[src/rtl/ttt_pkg.sv]
// ============================================================================
// Module      : ttt_pkg
// Description : Shared cell/result encodings and FSM states for the
//               tic-tac-toe board controller.
// Revision    : 1.0 - initial release
// ============================================================================
`default_nettype none

package ttt_pkg;

    localparam int NUM_CELLS = 9;

    localparam logic [1:0] CELL_EMPTY = 2'b00;
    localparam logic [1:0] CELL_X     = 2'b01;
    localparam logic [1:0] CELL_O     = 2'b10;

    localparam logic [1:0] RES_NONE = 2'b00;
    localparam logic [1:0] RES_X    = 2'b01;
    localparam logic [1:0] RES_O    = 2'b10;
    localparam logic [1:0] RES_DRAW = 2'b11;

    typedef enum logic [1:0] {
        ST_PLAY  = 2'd0,
        ST_CHECK = 2'd1,
        ST_OVER  = 2'd2
    } ttt_state_e;

endpackage

`default_nettype wire

[src/rtl/ttt_board_ctrl_if.sv]
// ============================================================================
// Module      : ttt_board_ctrl_if
// Description : Move handshake, line-checker result and board/status bundle.
// Revision    : 1.0 - initial release
// ============================================================================
`default_nettype none

interface ttt_board_ctrl_if;
    import ttt_pkg::*;

    logic                     new_game;
    logic                     move_valid;
    logic [3:0]               move_pos;
    logic                     move_ready;
    logic [1:0]               win_in;
    logic [2*NUM_CELLS-1:0]   board;
    logic                     turn;
    logic                     illegal;
    logic                     game_over;
    logic [1:0]               result;
    logic [3:0]               move_cnt;

    modport master (
        output new_game, move_valid, move_pos, win_in,
        input  move_ready, board, turn, illegal, game_over, result, move_cnt
    );

    modport slave (
        input  new_game, move_valid, move_pos, win_in,
        output move_ready, board, turn, illegal, game_over, result, move_cnt
    );

endinterface

`default_nettype wire

[src/rtl/ttt_move_timer.sv]
// ============================================================================
// Module      : ttt_move_timer
// Description : Per-move idle counter; flags expiry after TIMEOUT_CYCLES in PLAY.
// Revision    : 1.0 - initial release
// ============================================================================
`default_nettype none

module ttt_move_timer #(
    parameter int unsigned TIMEOUT_CYCLES = 1000
) (
    input  logic clk,
    input  logic rst_n,
    input  logic run,
    input  logic clear,
    output logic expire
);

    localparam int unsigned CNT_W = $clog2(TIMEOUT_CYCLES);
    localparam logic [CNT_W-1:0] C_LAST = CNT_W'(TIMEOUT_CYCLES - 1);

    logic [CNT_W-1:0] r_cnt;

    // Saturates at the last value so a rejected move at expiry re-arms it.
    always_ff @(posedge clk or negedge rst_n) begin
        if (!rst_n) begin
            r_cnt <= '0;
        end else if (clear) begin
            r_cnt <= '0;
        end else if (run && (r_cnt != C_LAST)) begin
            r_cnt <= r_cnt + 1'b1;
        end
    end

    assign expire = run && (r_cnt == C_LAST);

endmodule

`default_nettype wire

[src/rtl/ttt_board_ctrl.sv]
// ============================================================================
// Module      : ttt_board_ctrl
// Description : Tic-tac-toe game-state controller; optional move timeout
//               enabled by defining TTT_TIMEOUT_EN.
// Revision    : 1.0 - initial release
// ============================================================================
`default_nettype none

module ttt_board_ctrl
    import ttt_pkg::*;
#(
    parameter int unsigned TIMEOUT_CYCLES = 1000
) (
    input  logic              clk,
    input  logic              rst_n,
    ttt_board_ctrl_if.slave   bus
);

    localparam logic [1:0] S_PLAY  = ST_PLAY;
    localparam logic [1:0] S_CHECK = ST_CHECK;
    localparam logic [1:0] S_OVER  = ST_OVER;

    if (TIMEOUT_CYCLES < 2) begin : g_bad_timeout
        $error("ttt_board_ctrl: TIMEOUT_CYCLES must be at least 2");
    end

    logic [1:0]             r_state;
    logic [2*NUM_CELLS-1:0] r_board;
    logic                   r_turn;
    logic                   r_illegal;
    logic [1:0]             r_result;
    logic [3:0]             r_move_cnt;

    logic       w_transfer;
    logic       w_pos_ok;
    logic [3:0] w_idx;
    logic [1:0] w_cell;
    logic       w_legal;
    logic       w_expire;

    assign bus.move_ready = (r_state == S_PLAY) && !bus.new_game;
    assign w_transfer     = bus.move_valid && bus.move_ready;
    assign w_pos_ok       = (bus.move_pos < 4'(NUM_CELLS));
    // Out-of-range positions are redirected to cell 0 so the read stays in bounds.
    assign w_idx          = w_pos_ok ? bus.move_pos : 4'd0;
    assign w_cell         = r_board[{w_idx, 1'b0} +: 2];
    assign w_legal        = w_pos_ok && (w_cell == CELL_EMPTY);

`ifdef TTT_TIMEOUT_EN
    ttt_move_timer #(
        .TIMEOUT_CYCLES (TIMEOUT_CYCLES)
    ) u_move_timer (
        .clk    (clk),
        .rst_n  (rst_n),
        .run    (r_state == S_PLAY),
        .clear  (bus.new_game || (w_transfer && w_legal)),
        .expire (w_expire)
    );
`else
    assign w_expire = 1'b0;
`endif

    always_ff @(posedge clk or negedge rst_n) begin
        if (!rst_n) begin
            r_state    <= S_PLAY;
            r_board    <= '0;
            r_turn     <= 1'b0;
            r_illegal  <= 1'b0;
            r_result   <= RES_NONE;
            r_move_cnt <= 4'd0;
        end else if (bus.new_game) begin
            r_state    <= S_PLAY;
            r_board    <= '0;
            r_turn     <= 1'b0;
            r_illegal  <= 1'b0;
            r_result   <= RES_NONE;
            r_move_cnt <= 4'd0;
        end else begin
            r_illegal <= 1'b0;
            case (r_state)
                S_PLAY: begin
                    if (w_transfer) begin
                        if (w_legal) begin
                            r_board[{w_idx, 1'b0} +: 2] <= r_turn ? CELL_O : CELL_X;
                            r_move_cnt <= r_move_cnt + 4'd1;
                            r_state    <= S_CHECK;
                        end else begin
                            r_illegal <= 1'b1;
                        end
                    end else if (w_expire) begin
                        // The player to move forfeits, so the other side wins.
                        r_result <= r_turn ? RES_X : RES_O;
                        r_state  <= S_OVER;
                    end
                end
                S_CHECK: begin
                    if (bus.win_in[0]) begin
                        r_result <= RES_X;
                        r_state  <= S_OVER;
                    end else if (bus.win_in[1]) begin
                        r_result <= RES_O;
                        r_state  <= S_OVER;
                    end else if (r_move_cnt == 4'(NUM_CELLS)) begin
                        r_result <= RES_DRAW;
                        r_state  <= S_OVER;
                    end else begin
                        r_turn  <= ~r_turn;
                        r_state <= S_PLAY;
                    end
                end
                S_OVER: begin
                end
                default: begin
                    r_state <= S_PLAY;
                end
            endcase
        end
    end

    assign bus.board     = r_board;
    assign bus.turn      = r_turn;
    assign bus.illegal   = r_illegal;
    assign bus.game_over = (r_state == S_OVER);
    assign bus.result    = r_result;
    assign bus.move_cnt  = r_move_cnt;

endmodule

`default_nettype wire

[src/flat_wrapper.sv]
// flat-port wrapper written by rule: the top's interface ports become plain ports
module ttt_board_ctrl_flat import ttt_pkg::*;
#(
    parameter int unsigned TIMEOUT_CYCLES = 1000
)
  (clk, rst_n, bus_new_game, bus_move_valid, bus_move_pos, bus_win_in, bus_move_ready, bus_board, bus_turn, bus_illegal, bus_game_over, bus_result, bus_move_cnt);
  ttt_board_ctrl_if bus_i ();
  input  logic clk;
  input  logic rst_n;
  input wire logic [$bits(bus_i.new_game)-1:0] bus_new_game;
  input wire logic [$bits(bus_i.move_valid)-1:0] bus_move_valid;
  input wire logic [$bits(bus_i.move_pos)-1:0] bus_move_pos;
  input wire logic [$bits(bus_i.win_in)-1:0] bus_win_in;
  output wire logic [$bits(bus_i.move_ready)-1:0] bus_move_ready;
  output wire logic [$bits(bus_i.board)-1:0] bus_board;
  output wire logic [$bits(bus_i.turn)-1:0] bus_turn;
  output wire logic [$bits(bus_i.illegal)-1:0] bus_illegal;
  output wire logic [$bits(bus_i.game_over)-1:0] bus_game_over;
  output wire logic [$bits(bus_i.result)-1:0] bus_result;
  output wire logic [$bits(bus_i.move_cnt)-1:0] bus_move_cnt;
  assign bus_i.new_game = bus_new_game;
  assign bus_i.move_valid = bus_move_valid;
  assign bus_i.move_pos = bus_move_pos;
  assign bus_i.win_in = bus_win_in;
  assign bus_move_ready = bus_i.move_ready;
  assign bus_board = bus_i.board;
  assign bus_turn = bus_i.turn;
  assign bus_illegal = bus_i.illegal;
  assign bus_game_over = bus_i.game_over;
  assign bus_result = bus_i.result;
  assign bus_move_cnt = bus_i.move_cnt;
  ttt_board_ctrl #(.TIMEOUT_CYCLES(TIMEOUT_CYCLES)) u_core (.clk(clk), .rst_n(rst_n), .bus(bus_i));
endmodule
[config.mk]
export PLATFORM = sky130hd
export DESIGN_NAME = ttt_board_ctrl_flat
export DESIGN_NICKNAME = d
export VERILOG_FILES = /design/src/rtl/ttt_pkg.sv /design/src/rtl/ttt_board_ctrl_if.sv /design/src/rtl/ttt_move_timer.sv /design/src/rtl/ttt_board_ctrl.sv /design/src/flat_wrapper.sv
export SDC_FILE = /design/constraint.sdc
export NUM_CORES = 1
export LEC_CHECK = 0
export CAP_MARGIN = 25
export CORE_MARGIN = 4
export CORE_UTILIZATION = 57
export CTS_BUF_LIST = sky130_fd_sc_hd__clkbuf_2
export DETAILED_ROUTE_END_ITERATION = 12
export PLACE_DENSITY = 0.87
export SLEW_MARGIN = 20
export SYNTH_ARGS = -nofsm -noshare
export SYNTH_HDL_FRONTEND = slang
export SYNTH_SLANG_ARGS = --single-unit
[constraint.sdc]
create_clock -name clk -period 4.3 [get_ports clk]
set_clock_uncertainty 0.2 [all_clocks]
set_input_delay 1.29 -clock clk [delete_from_list [all_inputs] [get_ports clk]]
set_output_delay 1.29 -clock clk [all_outputs]
set_load 0.05 [all_outputs]
# After elaboration in Yosys (flattened, before gate mapping)
# Cells that the tools add are included.
# W data, S select, Z words.
dict set report classes {
  add_sub_neg 2
  n_eq_ne 9
  n_mux 32
  order_cmp 1
  shifts 3
  n_reduce_logical 15
  bitwise 1
}
# operator n
set ops {}
lappend ops {{$mux W18} 4}
lappend ops {{$mux W2} 12}
lappend ops {{$mux W4} 5}
lappend ops {{$bwmux W18} 1}
lappend ops {{$shift A2 B7 Y18 const A} 1}
lappend ops {{$shiftx A18 B6 Y2} 1}
lappend ops {{$shiftx A2 B7 Y18} 1}
lappend ops {{$mux W1} 9}
lappend ops {{$ne A2 B2 Y1 const B} 4}
lappend ops {{$reduce_bool A2 Y1} 4}
lappend ops {{$neg A5 Y7} 1}
lappend ops {{$ne A3 B2 Y1 const B} 2}
lappend ops {{$pmux W2 S3} 1}
lappend ops {{$reduce_and A3 Y1} 2}
lappend ops {{$add A4 B1 Y4 const B} 1}
lappend ops {{$eq A4 B4 Y1 const B} 1}
lappend ops {{$logic_not A2 Y1} 2}
lappend ops {{$lt A4 B4 Y1 const B} 1}
lappend ops {{$reduce_and A4 Y1} 1}
lappend ops {{$reduce_bool A4 Y1} 1}
lappend ops {{$logic_and A1 B1 Y1} 3}
lappend ops {{$eq A2 B1 Y1 const B} 1}
lappend ops {{$eq A2 B2 Y1 const B} 1}
lappend ops {{$reduce_and A2 Y1} 1}
lappend ops {{other kinds (2)} 2}
dict set report totals {
  out_inout_bits 28
  in_bits 10
  reg_bits 28
  wordCells 69
}

# Depth between registers and ports, before layout
# Gate-level depths: netlist of the first run.
dict set report logic_depth {
  depth_word 9
  depth_mapped 8
  depth_no_buf 7
}

# Worst setup path after synthesis of the first run
# OpenSTA, ideal clock, no wires.
dict set report synth_path {
  kind {input to output}
  from {input port bus_new_game}
  to {output port bus_move_ready}
  n_path_buf 0
  path_stages 1
  path_slack_ns 0.834
  t_arrival_ns 1.976
  required_ns 2.810
  path_cell_list {nor3_2}
}
dict set report synth_between {
  elab_chain_len 2
}
# element line
set synth_rtl {}
lappend synth_rtl {{start, declared} flat_wrapper.sv:10} ;# input wire logic [$bits(bus_i.new_game)-1:0] bus_new_game;
lappend synth_rtl {{$logic_not A1 Y1} ttt_board_ctrl.sv:41} ;# assign bus.move_ready = (r_state == S_PLAY) && !bus.new_game;
lappend synth_rtl {{$logic_and A1 B1 Y1} ttt_board_ctrl.sv:41}
lappend synth_rtl {{end, declared} flat_wrapper.sv:14} ;# output wire logic [$bits(bus_i.move_ready)-1:0] bus_move_ready;
# No other way between the ends.

# Worst setup path after layout of the first run
# Same ends and word-level chain as after synthesis.

==> results.cfg, run 1 <==
[logic_synthesis]
synth_top_family_by_area = simple AND/OR/NAND/NOR gates
synth-simple-area-share_pct = 23.1
synth_top_area_share_pct = 39.3
ys_ff_latch = 28
synthAdderAreaFrac_pct = 4.21
synth_fp_nets = 199
ys_warn_count = 0
syn_area_per_cell_um2 = 9.74
ys_seq_area_share_pct = 39.3
synth_top_area_cell = dfrtp_1
synth_cell_type_count = 44
synth-compound-area-share_pct = 16.2
synth-async-reset-ratio_pct = 100
synth_common_cells = dfrtp_1, nand2_1, nor2_1, mux2i_1
synthesis.area_um2 = 1780
muxShareOfSynthArea_pct = 11.0
yosys.area_share.xor_xnor_pct = 1.47
synthTopCellsByArea = dfrtp_1, mux2i_1, nand2_1
synth.most_common_cell = dfrtp_1
synth_edf_count = 0
ys.flop_type = dfrtp_1
synthCells = 183

[timing]
post-route-min-period_ns = 3.71
worst_slew_pin_slew_ns = 0.751
drv_slew = 0
hold_violations = 0
layout_setup_ws_ns = 0.590
fin_crit_sh_pct = 86.3
setup_tns_ns = 0
slew_headroom_pct = 49.6
final-setup-viol-count = 0
grt_setup_unrepaired = no
fmax_mhz = 270

[global_routing]
grt_usage_pct = 24.7
grt_pass1_vias = 1573
grt_pass1_wl_mm = 7.88
gr-total-overflow = 0
antenna_found_initial = 0
grt_max_degree = 29

[hold_path]
hold_class = reg2reg

[layout]
seq_area_um2 = 701
instances_no_fill = 266
nets = 239
diodes = 0
drive_gt1_share_pct = 12.6
syn_to_final_growth_pct = 26.8
fillers = 245
multi_input_area_um2 = 996

[drt]
drc = 0
vias = 1553
drt-pass1-iter-count = 4
via_per_inst = 5.84
wl_per_cell_um = 17.5
postRouteAntennaNets = 0
drt_iter0_drc = 95
routed_wl_mm = 4.65

[power]
p_seq_share_pct = 50.0
power.switching_mw = 0.155
intPower_mw = 0.387
swShare_pct = 28.6
ir_drop_v = 0.000171
p_leak_nw = 1.02
clkPwrFrac_pct = 29.8
power.density_nw_per_um2 = 240
power_frac_comb_pct = 20.1

[worst_setup_path]
worstSetupPathType = in2out
cp.arrival_ns = 2.22
required_ns = 2.81
slowest_delay_ns = 0.43
critPathLaunchType = input pin
crit_end = bus_move_ready
cp_slowest_cell = clkdlybuf4s50_1
crit_path_start = bus_new_game
r2r_end = u_core.bus.board[4]
crit_chain = clkdlybuf4s50_1 > nor3_2 > buf_12
r2r-start = u_core.r_state[0]
r2r_cells = 6
worstSetupEndpointType = output pin
reg2reg_slack_ns = 1.79
path_max_fanout = 2

[floorplan]
die_x_um = 63.9
die-area_um2 = 4080
core-area_um2 = 3030
ioPinCount = 38
start_util_pct = 58.8
die_h_um = 63.9
fp-row-count = 20

[clocking]
clock-root-buffer = clkbuf_2
cts_setup_buffers = 0
cts-buffers-inserted = 3
clk_path_buf_depth = 2
cts_sinks = 28
cts_tree = done
clkLatencyLatePin_ns = 0.39
cts_max_level = 1
ctsResizeCount = 0
clkTransAtPathRegs_ns = 0.26
postCtsHoldBufs = 0

[placement]
place_congestion = 0.905
place_ws_ns = 0.323
dpl.hpwl_mm = 3.50
dp.cells = 262
port_buffers = 37

[status]
outcome = completed

[job]
cap_violations = 0
worst min-delay path by stage:
stage | start | end | cells past startpoint
detailed placement | u_core.bus.result[1] | u_core.bus.result[1] | 2
global route | u_core.bus.board[5] | u_core.bus.board[5] | 2
floorplan | u_core.r_state[1] | u_core.bus.board[1] | 3
CTS | u_core.bus.board[1] | u_core.bus.board[1] | 2
finish | u_core.bus.result[1] | u_core.bus.result[1] | 2
global placement | u_core.bus.result[1] | u_core.bus.result[1] | 2
power groups by stage:
stage               Clock, mW  Sequential, mW  Combinational, mW
floorplan                   0           0.284             0.0555
global placement            0           0.275              0.106
detailed placement          0           0.276              0.107
CTS                     0.166           0.272              0.108
global route            0.181           0.272              0.117
finish                  0.162           0.271              0.109
cell type report:
cell class              instances  area share, %
multi-input cells             138           44.1
flip-flops and latches         28           31.0
repair buffers                 44           19.2
well taps                      44           2.44
clock inverters                 1           1.33
inverters                       8           1.33
clock buffers                   3          0.664
registers in the layout, indices dropped and copies added, names as in the netlist:
name and cells:
u_core.bus.board 18, u_core.bus.illegal 1, u_core.bus.result 2, u_core.r_state 2, u_core.bus.move_cnt 4, u_core.bus.turn 1
through the flow:
| step | area [um^2] | utilization [%] | hold WS, ns | power, mW |
|---|---|---|---|---|
| 6_report | 2260 | 74.6 | 0.368 | 0.543 |
| 5_1_grt | 2260 | 74.6 | 0.411 | 0.570 |
| 4_1_cts | 2260 | 74.6 | 0.367 | 0.546 |
| 3_5_place_dp | 2210 | 73.1 | 0.322 | 0.383 |
| 3_3_place_gp | 2210 | 73.1 | 0.303 | 0.381 |
| 2_1_floorplan | 1780 | - | 0.467 | 0.340 |
critical path: cells and delay by family:
| kind | cells | cell delay, ns |
|---|---|---|
| and+or+nand+nor | 1 | 0.31 |
| buffers and inverters | 2 | 0.61 |
cell families (layout without fill, tap and decap cells):
group / count (synthesis) / in the layout
AND/OR/NAND/NOR: 77 / 77
AO/OA/AOI/OAI: 33 / 33
flip-flops: 28 / 28
multiplexers: 19 / 19
buffers and inverters: 17 / 56
adder cells (fa/ha/maj): 6 / 6
XOR/XNOR: 3 / 3
cell usage in the layout (no fill, tap or decap), types with 2 or more instances in the layout:
cell type,Yosys,routed
a211oi_1,2,2
o21ai_0,2,2
clkdlybuf4s50_1,0,36
nor2b_1,8,8
nor2_1,17,17
o211a_1,2,2
o2111ai_2,3,3
dfrtp_1,28,28
buf_4,1,7
nor4b_2,2,2
a21oi_1,2,2
o211ai_2,3,3
nand2b_1,3,3
nand3_1,2,2
nor3b_1,3,3
o2111ai_1,2,2
xnor2_1,2,2
nor3_1,6,6
o21a_1,3,3
inv_1,8,8
nand2_1,27,27
a311oi_1,2,2
clkbuf_2,0,3
o21bai_1,2,2
ha_1,6,6
mux2i_1,15,15
mux2_2,4,4
o211ai_1,5,5
per-layer routing:
metal / vias to the layer above / part of all wire [%] / track usage, %
met5: - / 0 / 0
li1: 728 / - / -
met3: 9 / 6.2 / 3.34
met1: 753 / 46 / 36.9
met2: 63 / 46 / 36.1
met4: 0 / 2.0 / 9.16
Power figures use the tool's default switching activity.
==> run 2: changes to the inputs <==
--- a/config.mk
+++ b/config.mk
@@ -7,10 +7,9 @@
 export LEC_CHECK = 0
 export CAP_MARGIN = 25
 export CORE_MARGIN = 4
-export CORE_UTILIZATION = 57
-export CTS_BUF_LIST = sky130_fd_sc_hd__clkbuf_2
+export CORE_UTILIZATION = 55
 export DETAILED_ROUTE_END_ITERATION = 12
-export PLACE_DENSITY = 0.87
+export PLACE_DENSITY = 0.84
 export SLEW_MARGIN = 20
 export SYNTH_ARGS = -nofsm -noshare
 export SYNTH_HDL_FRONTEND = slang
==> run 2 against run 1 <==
Net effect: setup slack better by 0.0070 ns; utilization is 0.73 points lower; sequential power barely moved; largest power group unchanged; final cell count rose by 0.38%; power is 2.3% higher.
==> results.cfg, run 2 (synthesis gave the netlist of run 1 again) <==
[timing]
fin_crit_sh_pct = 86.1
grt_setup_unrepaired = no
fmax_mhz = 270
setup_tns_ns = 0
final-setup-viol-count = 0
post-route-min-period_ns = 3.70
layout_setup_ws_ns = 0.597
hold_violations = 0
slew_headroom_pct = 54.2
worst_slew_pin_slew_ns = 0.686
drv_slew = 0

[power]
power.density_nw_per_um2 = 244
design_power_total_mw = 0.555
p_leak_nw = 1.03
ir_drop_v = 0.000190

[drt]
drt-pass1-iter-count = 4
routed_wl_mm = 4.71
drc = 0
vias = 1525
postRouteAntennaNets = 0
drt_iter0_drc = 60
via_per_inst = 5.71
wl_per_cell_um = 17.6

[placement]
dpl.hpwl_mm = 3.63
place_ws_ns = 0.270
port_buffers = 37
place_congestion = 0.873
dp.cells = 263

[global_routing]
grt_max_degree = 29
grt_pass1_wl_mm = 7.77
grt_usage_pct = 24.3
antenna_found_initial = 0
grt_pass1_vias = 1528
gr-total-overflow = 0

[worst_setup_path]
slowest_delay_ns = 0.64
crit_top_cell = nor3b_1
worstSetupPathType = in2reg
critPathLaunchType = input pin
required_ns = 4.34
cp.arrival_ns = 3.75
crit_chain = clkdlybuf4s50_1 > nand2b_1 > ha_1 > nor3b_1 > a31oi_1 > nor3b_1 > o21ai_0 > mux2_2
cp_slowest_cell = clkdlybuf4s50_1
path_max_fanout = 12
path_delay_family = simple AND/OR/NAND/NOR gates
path_buf_inv = 1
worstSetupEndpointType = register

[clocking]
clock-root-buffer = clkbuf_4
ctsResizeCount = 0
cts_max_level = 1
clkLatencyLatePin_ns = 0.34
cts_setup_buffers = 0
cts_sinks = 28
clkTransAtPathRegs_ns = 0.15
clk_path_buf_depth = 2
postCtsHoldBufs = 0
cts-buffers-inserted = 3
cts_tree = done

[floorplan]
fp-row-count = 20
die_h_um = 64.9
die_x_um = 64.9
core-area_um2 = 3080
start_util_pct = 57.9
die-area_um2 = 4210
ioPinCount = 38

[layout]
drive_gt1_share_pct = 13.0
layout_common_cells = clkdlybuf4s50_1, dfrtp_1, nand2_1, nor2_1, mux2i_1
utilization_pct = 73.9
nets = 240
diodes = 0
syn_to_final_growth_pct = 27.7
instances_no_fill = 267
largest_reg_flops = 18
final_common_cell = clkdlybuf4s50_1

[status]
outcome = completed

[hold_path]
hold_class = reg2reg

[job]
cap_violations = 0
==> run 2: cell types whose count changed in the layout (fill, tap and decap cells not counted) <==
cell	delta
buf_4	+1
clkbuf_2	-3
clkbuf_4	+3
==> run 2: final cells by class <==
class / instances / area [um^2]
multi-input combinational: 138 / 996
inverter: 8 / 30.0
clock buffer: 3 / 22.5
fill: 243 / 803
timing repair buffer: 45 / 440
clock inverter: 1 / 30.0
tap: 44 / 55.1
sequential: 28 / 701
==> run 2: where the power goes <==
group	internal, mW	switching (mW)
registers	0.267	0.00382
logic	0.0400	0.0686
clock network	0.0945	0.0811
==> run 2: path summary, 6_finish.rpt <==
kind / startpoint / end / slack, ns / cells after the start
max reg2reg: u_core.r_state[0] / u_core.bus.board[4] / 1.92 / 6
min: u_core.bus.result[1] / u_core.bus.result[1] / 0.34 / 2
min in group asynchronous: rst_n / u_core.bus.result[1] / 1.10 / 2
max: bus_move_pos[3] / u_core.bus.board[16] / 0.60 / 8
min reg2reg: u_core.bus.result[1] / u_core.bus.result[1] / 0.34 / 2
max in group asynchronous: rst_n / u_core.bus.move_cnt[1] / 2.54 / 2
==> run 2: layer usage <==
layer | up-vias | part of all wire (%) | global-route usage (%)
li1 | 739 | - | -
met1 | 716 | 47 | 34.7
met2 | 60 | 45 | 36.9
met3 | 10 | 5.3 | 4.85
met4 | 0 | 1.8 | 7.39
met5 | - | 0 | 0
==> run 2: worst register-to-register path, cell delays in order (launching register included) <==
cell and delay, ns:
dfrtp_1 0.47, nor3_2 0.29, nand2_1 0.17, nor3_1 0.50, buf_4 0.26, o2111ai_2 0.20
mux2i_1 0.18
==> run 2: stage by stage <==
stage / area, um^2 / hold WS, ns
after CTS: 2270 / 0.354
after floorplan: 1780 / 0.467
final: 2270 / 0.341
after detailed placement: 2220 / 0.319
after global routing: 2270 / 0.393
after global placement: 2220 / 0.306
